**src/rtl/y86_pkg.sv**
```systemverilog
// Shared Y86-64 definitions for the instruction-memory writer and the fetch
// stage: instruction codes, the "no register" id, instruction lengths and
// the writer FSM state type.
package y86_pkg;

  // Instruction codes (high nibble of the opcode byte).
  localparam logic [3:0] I_HALT   = 4'h0;
  localparam logic [3:0] I_NOP    = 4'h1;
  localparam logic [3:0] I_RRMOVQ = 4'h2;
  localparam logic [3:0] I_IRMOVQ = 4'h3;
  localparam logic [3:0] I_RMMOVQ = 4'h4;
  localparam logic [3:0] I_MRMOVQ = 4'h5;
  localparam logic [3:0] I_OPQ    = 4'h6;
  localparam logic [3:0] I_JXX    = 4'h7;
  localparam logic [3:0] I_CALL   = 4'h8;
  localparam logic [3:0] I_RET    = 4'h9;
  localparam logic [3:0] I_PUSHQ  = 4'hA;
  localparam logic [3:0] I_POPQ   = 4'hB;

  // Register id meaning "no register".
  localparam logic [3:0] RNONE = 4'hF;

  // Instruction lengths in bytes.
  localparam logic [3:0] LEN_1  = 4'd1;
  localparam logic [3:0] LEN_2  = 4'd2;
  localparam logic [3:0] LEN_9  = 4'd9;
  localparam logic [3:0] LEN_10 = 4'd10;

  // Writer FSM: IDLE accepts, then one state per encoded field.
  typedef enum logic [1:0] {
    S_IDLE,
    S_OPC,
    S_REG,
    S_CONST
  } wr_state_e;

endpackage

```
**src/rtl/y86_imem_writer_if.sv**
```systemverilog
// Decoded-instruction handshake between an instruction producer (master)
// and the memory writer (slave). A transfer happens on a rising clock edge
// where instr_valid & instr_ready.
//   instr_valid : fields below are valid
//   instr_ready : writer accepts the fields this cycle
//   icode/ifun  : instruction and function code
//   rA/rB       : register ids (4'hF = none)
//   valC        : 64-bit constant or destination
interface y86_imem_writer_if;
  logic        instr_valid;
  logic        instr_ready;
  logic [3:0]  icode;
  logic [3:0]  ifun;
  logic [3:0]  rA;
  logic [3:0]  rB;
  logic [63:0] valC;

  modport master (output instr_valid, icode, ifun, rA, rB, valC,
                  input  instr_ready);
  modport slave  (input  instr_valid, icode, ifun, rA, rB, valC,
                  output instr_ready);
endinterface

```
**src/rtl/y86_instr_len.sv**
```systemverilog
// Combinational instruction-shape decoder, shared with the fetch stage so
// encoder and decoder agree on every length.
//   icode_i       : instruction code
//   valid_o       : icode is a defined instruction
//   need_regids_o : instruction carries a register-id byte
//   need_valC_o   : instruction carries an 8-byte constant
//   len_o         : total length in bytes (0 when invalid)
module y86_instr_len
  import y86_pkg::*;
(
  input  logic [3:0] icode_i,
  output logic       valid_o,
  output logic       need_regids_o,
  output logic       need_valC_o,
  output logic [3:0] len_o
);

  always_comb begin
    // NOTE: every output gets a default first so no path leaves it unassigned,
    // which would otherwise infer a latch.
    valid_o       = 1'b1;
    need_regids_o = 1'b0;
    need_valC_o   = 1'b0;
    len_o         = LEN_1;
    case (icode_i)
      I_HALT, I_NOP, I_RET: ;
      I_RRMOVQ, I_OPQ, I_PUSHQ, I_POPQ: begin
        need_regids_o = 1'b1;
        len_o         = LEN_2;
      end
      I_IRMOVQ, I_RMMOVQ, I_MRMOVQ: begin
        need_regids_o = 1'b1;
        need_valC_o   = 1'b1;
        len_o         = LEN_10;
      end
      I_JXX, I_CALL: begin
        need_valC_o = 1'b1;
        len_o       = LEN_9;
      end
      default: begin
        valid_o = 1'b0;
        len_o   = 4'd0;
      end
    endcase
  end

endmodule

```
**src/rtl/y86_imem_writer.sv**
```systemverilog
// Y86-64 instruction encoder: accepts decoded fields and writes the byte
// encoding, one byte per cycle, into the byte-wide instruction memory at a
// running write pointer (valP semantics).
//   clk_i, rst_n_i  : clock, synchronous active-low reset
//   start_load_i    : in IDLE, load pointer from start_addr_i, clear error
//   start_addr_i    : new write-pointer value
//   instr_if        : decoded-instruction handshake (slave side)
//   wr_en_o/wr_addr_o/wr_data_o : memory byte-write port
//   next_pc_o       : current write pointer
//   busy_o          : FSM not idle
//   instr_invalid_o : one-cycle pulse after an undefined icode is consumed
//   mem_error_o     : sticky, instruction would have crossed MEM_BYTES
module y86_imem_writer
  import y86_pkg::*;
#(
  parameter int          ADDR_W    = 10,
  parameter int unsigned MEM_BYTES = 1024
) (
  input  logic              clk_i,
  input  logic              rst_n_i,
  input  logic              start_load_i,
  input  logic [63:0]       start_addr_i,
  y86_imem_writer_if.slave  instr_if,
  output logic              wr_en_o,
  output logic [ADDR_W-1:0] wr_addr_o,
  output logic [7:0]        wr_data_o,
  output logic [63:0]       next_pc_o,
  output logic              busy_o,
  output logic              instr_invalid_o,
  output logic              mem_error_o
);

  wr_state_e   state_q, state_d;
  logic [63:0] ptr_q;
  logic [2:0]  idx_q;
  logic        mem_error_q;
  logic        invalid_q;

  // Fields captured at acceptance.
  logic [3:0]  icode_q, ifun_q, ra_q, rb_q;
  logic [63:0] valc_q;
  logic        need_regids_q, need_valc_q;

  logic        len_valid, need_regids, need_valc;
  logic [3:0]  len;
  logic        accept;
  logic        out_of_bounds;
  logic [64:0] end_addr;

  y86_instr_len u_len (
    .icode_i       (instr_if.icode),
    .valid_o       (len_valid),
    .need_regids_o (need_regids),
    .need_valC_o   (need_valc),
    .len_o         (len)
  );

  // start_load_i wins over a pending instruction in the same cycle.
  assign instr_if.instr_ready = (state_q == S_IDLE) & ~start_load_i &
                                ~mem_error_q & rst_n_i;
  assign accept = instr_if.instr_valid & instr_if.instr_ready;

  // One extra bit so a pointer near 2^64 cannot wrap past the bound.
  assign end_addr      = {1'b0, ptr_q} + 65'(len);
  assign out_of_bounds = end_addr > 65'(MEM_BYTES);

  // State register.
  always_ff @(posedge clk_i) begin
    // NOTE: sequential state always uses non-blocking assignments so every
    // register samples pre-edge values regardless of block ordering.
    if (!rst_n_i) state_q <= S_IDLE;
    else          state_q <= state_d;
  end

  // Next-state logic.
  always_comb begin
    state_d = state_q;
    case (state_q)
      S_IDLE:  if (accept && len_valid && !out_of_bounds) state_d = S_OPC;
      S_OPC:   state_d = need_regids_q ? S_REG :
                         (need_valc_q ? S_CONST : S_IDLE);
      S_REG:   state_d = need_valc_q ? S_CONST : S_IDLE;
      S_CONST: if (idx_q == 3'd7) state_d = S_IDLE;
      default: state_d = S_IDLE;
    endcase
  end

  // Outputs, decoded from registered state only.
  always_comb begin
    wr_en_o   = 1'b0;
    wr_data_o = 8'h00;
    case (state_q)
      S_OPC: begin
        wr_en_o   = 1'b1;
        wr_data_o = {icode_q, ifun_q};
      end
      S_REG: begin
        wr_en_o   = 1'b1;
        wr_data_o = {ra_q, rb_q};
      end
      S_CONST: begin
        wr_en_o   = 1'b1;
        wr_data_o = valc_q[{idx_q, 3'b000} +: 8];  // little-endian
      end
      default: ;
    endcase
  end

  assign wr_addr_o       = ptr_q[ADDR_W-1:0];
  assign next_pc_o       = ptr_q;
  assign busy_o          = (state_q != S_IDLE);
  assign instr_invalid_o = invalid_q;
  assign mem_error_o     = mem_error_q;

  // NOTE: captured fields are not reset; they are only read in states that
  // can be reached after an acceptance has loaded them.
  always_ff @(posedge clk_i) begin
    if (accept) begin
      icode_q       <= instr_if.icode;
      ifun_q        <= instr_if.ifun;
      ra_q          <= instr_if.rA;
      rb_q          <= instr_if.rB;
      valc_q        <= instr_if.valC;
      need_regids_q <= need_regids;
      need_valc_q   <= need_valc;
    end
  end

  // Pointer, byte index and status flags.
  always_ff @(posedge clk_i) begin
    if (!rst_n_i) begin
      ptr_q       <= 64'd0;
      idx_q       <= 3'd0;
      mem_error_q <= 1'b0;
      invalid_q   <= 1'b0;
    end else begin
      invalid_q <= 1'b0;
      idx_q     <= (state_q == S_CONST) ? idx_q + 3'd1 : 3'd0;
      if (state_q == S_IDLE) begin
        if (start_load_i) begin
          ptr_q       <= start_addr_i;
          mem_error_q <= 1'b0;
        end else if (accept) begin
          if (!len_valid)        invalid_q   <= 1'b1;
          else if (out_of_bounds) mem_error_q <= 1'b1;
        end
      end else begin
        ptr_q <= ptr_q + 64'd1;  // one byte written this cycle
      end
    end
  end

endmodule

```
**src/flat_wrapper.sv**
```systemverilog
// flat-port wrapper written by rule: the top's interface ports become plain ports
module y86_imem_writer_flat import y86_pkg::*;
#(
  parameter int          ADDR_W    = 10,
  parameter int unsigned MEM_BYTES = 1024
)
  (clk_i, rst_n_i, start_load_i, start_addr_i, wr_en_o, wr_addr_o, wr_data_o, next_pc_o, busy_o, instr_invalid_o, mem_error_o, instr_if_instr_valid, instr_if_icode, instr_if_ifun, instr_if_rA, instr_if_rB, instr_if_valC, instr_if_instr_ready);
  y86_imem_writer_if instr_if_i ();
  input  logic clk_i;
  input  logic rst_n_i;
  input  logic start_load_i;
  input  logic [63:0] start_addr_i;
  output logic wr_en_o;
  output logic [ADDR_W-1:0] wr_addr_o;
  output logic [7:0] wr_data_o;
  output logic [63:0] next_pc_o;
  output logic busy_o;
  output logic instr_invalid_o;
  output logic mem_error_o;
  input wire logic [$bits(instr_if_i.instr_valid)-1:0] instr_if_instr_valid;
  input wire logic [$bits(instr_if_i.icode)-1:0] instr_if_icode;
  input wire logic [$bits(instr_if_i.ifun)-1:0] instr_if_ifun;
  input wire logic [$bits(instr_if_i.rA)-1:0] instr_if_rA;
  input wire logic [$bits(instr_if_i.rB)-1:0] instr_if_rB;
  input wire logic [$bits(instr_if_i.valC)-1:0] instr_if_valC;
  output wire logic [$bits(instr_if_i.instr_ready)-1:0] instr_if_instr_ready;
  assign instr_if_i.instr_valid = instr_if_instr_valid;
  assign instr_if_i.icode = instr_if_icode;
  assign instr_if_i.ifun = instr_if_ifun;
  assign instr_if_i.rA = instr_if_rA;
  assign instr_if_i.rB = instr_if_rB;
  assign instr_if_i.valC = instr_if_valC;
  assign instr_if_instr_ready = instr_if_i.instr_ready;
  y86_imem_writer #(.ADDR_W(ADDR_W), .MEM_BYTES(MEM_BYTES)) u_core (.clk_i(clk_i), .rst_n_i(rst_n_i), .start_load_i(start_load_i), .start_addr_i(start_addr_i), .instr_if(instr_if_i), .wr_en_o(wr_en_o), .wr_addr_o(wr_addr_o), .wr_data_o(wr_data_o), .next_pc_o(next_pc_o), .busy_o(busy_o), .instr_invalid_o(instr_invalid_o), .mem_error_o(mem_error_o));
endmodule
```
**config.mk**
```make
export PLATFORM = sky130hd
export DESIGN_NAME = y86_imem_writer_flat
export DESIGN_NICKNAME = d
export VERILOG_FILES = /design/src/rtl/y86_pkg.sv /design/src/rtl/y86_imem_writer_if.sv /design/src/rtl/y86_instr_len.sv /design/src/rtl/y86_imem_writer.sv /design/src/flat_wrapper.sv
export SDC_FILE = /design/constraint.sdc
export NUM_CORES = 1
export LEC_CHECK = 0
export ABC_AREA = 1
export ABC_CLOCK_PERIOD_IN_PS = 3600
export CAP_MARGIN = 20
export CORE_MARGIN = 4
export CORE_UTILIZATION = 46
export CTS_CLUSTER_DIAMETER = 150
export CTS_CLUSTER_SIZE = 20
export DETAILED_ROUTE_END_ITERATION = 7
export PLACE_DENSITY = 0.83
export SYNTH_ARGS = -nofsm -noshare
export SYNTH_HDL_FRONTEND = slang
export SYNTH_SLANG_ARGS = --single-unit
```
**constraint.sdc**
```tcl
create_clock -name clk_i -period 3.6 [get_ports clk_i]
set_clock_uncertainty 0.15 [all_clocks]
set_input_delay 0.36 -clock clk_i [delete_from_list [all_inputs] [get_ports clk_i]]
set_output_delay 0.36 -clock clk_i [all_outputs]
set_load 0.03 [all_outputs]
```
==> out/qor.txt <==
Max Cap Violations - 0
FP Rows - 52
Final core occ - 64.2%
Longest Clk Path Bufs - 2
Synth Register Bits - 153
Syn Inst Count - 1,396
Crit Path Max Fanout - 4
Placer Congestion - 0.974
Fillers - 1,868
Reg-to-reg endpoint - u_core.mem_error_o
Headroom to the max-slew limit - 41.6%
CTS Hold Bufs - 0
GRT Residual Overflow - 0
CTS Buf Count - 17
Worst setup path end - u_core.mem_error_o
Mapped Nets - 1,551
Clk sink count - 153
Post-synth top cells - nand2_1, nor2_1, inv_1
Final min period - 3.37 ns
Die height - 153 um
Synth Warn # - 0
TritonCTS clock tree - done
Asr flop ratio synth - 0%
Routed Antenna Nets - 0
Final cycle utilization of the critical path - 93.6%
DR pass1 iterations - 6
# setup viols final - 0
Total track usage - 33.6%
DR WL/cell - 21.0 um
Sequential-to-total area share from yosys stat - 40.3%
Mean post-synth cell area - 6.91 um^2
DR DRC count - 0
Startpoint Class - input pin
PwrDens - 353 nW/um^2
Share of cells above drive strength 1 - 9.29%
Violation count after the first detailed-route iteration - 1,127
Die area - 23,400 um^2
Leak - 4.69 nW
Synth-to-layout area growth - 35.9%
Setup bufs post-CTS - 0
Via count - 11,000
HPWL Detailed - 31.1 mm
Fin nets - 1,800
Initial antenna violation count - 0
Reg2Reg Depth - 17
First-pass GRT wire length - 61.2 mm
Ports - 235
RSZ-0062 raised after global routing - false
Final hold violations - 0
Data required time at the worst endpoint - 3.72 ns
Arrival time at the worst endpoint - 3.49 ns
Most common cell in the synthesized netlist - nand2_1
Antenna cells - 0
Fmax - 297 MHz
Pre-CTS setup slack - -0.123 ns
H-tree levels - 4
Power Total - 0.00463 W
Worst-margin pin slew - 0.872 ns
IO Port Bufs - 234
Worst-path clk slew - 0.07 ns
Vias in the first global route - 10,700
Netlist cell types - 36
Via density - 5.70
Final TNS setup - 0 ns
Post-CTS Resized - 0
Syn Std Cell Area - 9650 um^2
Crit Reg-Reg Startpoint - u_core.next_pc_o[0]
Yosys top cell by area - edfxtp_1
Root Driver - clkbuf_16
Die Wd - 153 um
Post-Route WL - 40.5 mm
Crit end category - flip-flop
Reg2reg setup slack - 0.53 ns
Synth area leaders - edfxtp_1, nand2_1, dfxtp_1, nor2_1, nand3_1
Clock Latency Late Sink - 0.43 ns
Critical Path Source - instr_if_icode[2]
Outcome - finished clean
Slew Viols, Final - 0
Synth Flop Type - edfxtp_1
Maximum vdd ir drop - 291 uV
DP Area - 12,500 um^2
Top-area cell type share of the netlist area - 25.5%
Core Area - 20,400 um^2
Setup slack after layout - 0.230 ns
Number of synthesized flops with an enable pin - 82
CP Class - in -> reg
Largest net degree at the start of global routing - 67
Finished Cell Area - 13,100 um^2
Initial Utilization - 47.2%
Worst min path class - in -> reg
## metal layers
metal / track usage [%] / routed length (um) / up-vias
li1: - / - / 5163
met1: 42.3 / 15700 / 5067
met2: 56.6 / 19000 / 659
met3: 5.51 / 3670 / 104
met4: 15.5 / 2050 / 0
met5: 0 / 0 / -
## report_power, final
part	switching [W]	internal, W
sequential	0.000115	0.00192
clock	0.000854	0.00106
combinational	0.000359	0.000335
## state kept, by name (all words and copies together) (netlist names)
| signal | flops |
|---|---|
| u_core.state_q | 2 |
| u_core.icode_q | 4 |
| u_core.valc_q | 64 |
| u_core.ifun_q | 4 |
| u_core.instr_invalid_o | 1 |
| u_core.idx_q | 3 |
| u_core.next_pc_o | 64 |
| u_core.ra_q | 4 |
| u_core.need_regids_q | 1 |
| u_core.rb_q | 4 |
| u_core.need_valc_q | 1 |
| u_core.mem_error_o | 1 |
## final cells by class
class / instances / area (um^2) / share of cell area (%)
Clock buffer: 18 / 429 / 3.27
Clock inverter: 14 / 180 / 1.37
Inverter: 131 / 495 / 3.78
Multi-Input combinational cell: 1067 / 5100 / 38.9
Sequential cell: 153 / 3880 / 29.6
Tap cell: 270 / 338 / 2.58
Timing Repair Buffer: 275 / 2690 / 20.5
## worst min path at each step
stage | cells past startpoint | slack [ns] | to | start
after floorplan | 2 | 0.31 | u_core.next_pc_o[0] | rst_n_i
after global placement | 2 | 0.37 | u_core.next_pc_o[55] | u_core.next_pc_o[55]
after detailed placement | 2 | 0.38 | u_core.next_pc_o[55] | u_core.next_pc_o[55]
after CTS | 1 | 0.32 | u_core.ifun_q[3] | instr_if_ifun[3]
after global routing | 1 | 0.32 | u_core.valc_q[6] | instr_if_valC[6]
final | 1 | 0.33 | u_core.ifun_q[3] | instr_if_ifun[3]
## kinds of logic (layout without fill, tap and decap cells)
family / count (synthesis) / in the layout / share of synthesized area (%)
XOR/XNOR: 21 / 21 / 1.91
buffers and inverters: 176 / 438 / 7.24
AND/OR/NAND/NOR: 820 / 820 / 36.3
adder cells (fa/ha/maj): 7 / 7 / 0.986
AO/OA/AOI/OAI: 219 / 219 / 13.3
flip-flops: 153 / 153 / 40.3
## worst max-delay path, cell delays in order
cell             delay, ns
clkdlybuf4s50_1       0.47
inv_1                 0.06
nor2_2                0.10
inv_1                 0.08
o22ai_1               0.15
ha_2                  0.23
fa_1                  0.19
nand3_1               0.10
nand2_2               0.15
nand2_1               0.09
nor2_1                0.36
nand3_1               0.12
nand2_1               0.11
nand3_1               0.10
nor2_1                0.11
nand2_1               0.06
nor2_1                0.08
nand2_1               0.08
nor2_2                0.20
nand2_1               0.09
a21oi_1               0.13
nor3_1                0.06
## cell usage in the layout (no fill, tap or decap), types with 24 or more instances in the layout
| master | count |
|---|---|
| a21oi_1 | 28 |
| a31oi_1 | 53 |
| buf_4 | 39 |
| clkdlybuf4s50_1 | 233 |
| dfxtp_1 | 71 |
| edfxtp_1 | 82 |
| inv_1 | 118 |
| nand2_1 | 405 |
| nand3_1 | 90 |
| nand4_1 | 24 |
| nor2_1 | 204 |
| nor2_2 | 32 |
| nor3_1 | 25 |
| o21ai_0 | 79 |
## through the flow
step	cells	hold WS, ns
floorplan	1396	0.308
global placement	1896	0.375
detailed placement	1896	0.384
CTS	1928	0.318
global route	1928	0.316
finish	1928	0.328
Note: power is estimated with default switching activity, not from simulation.
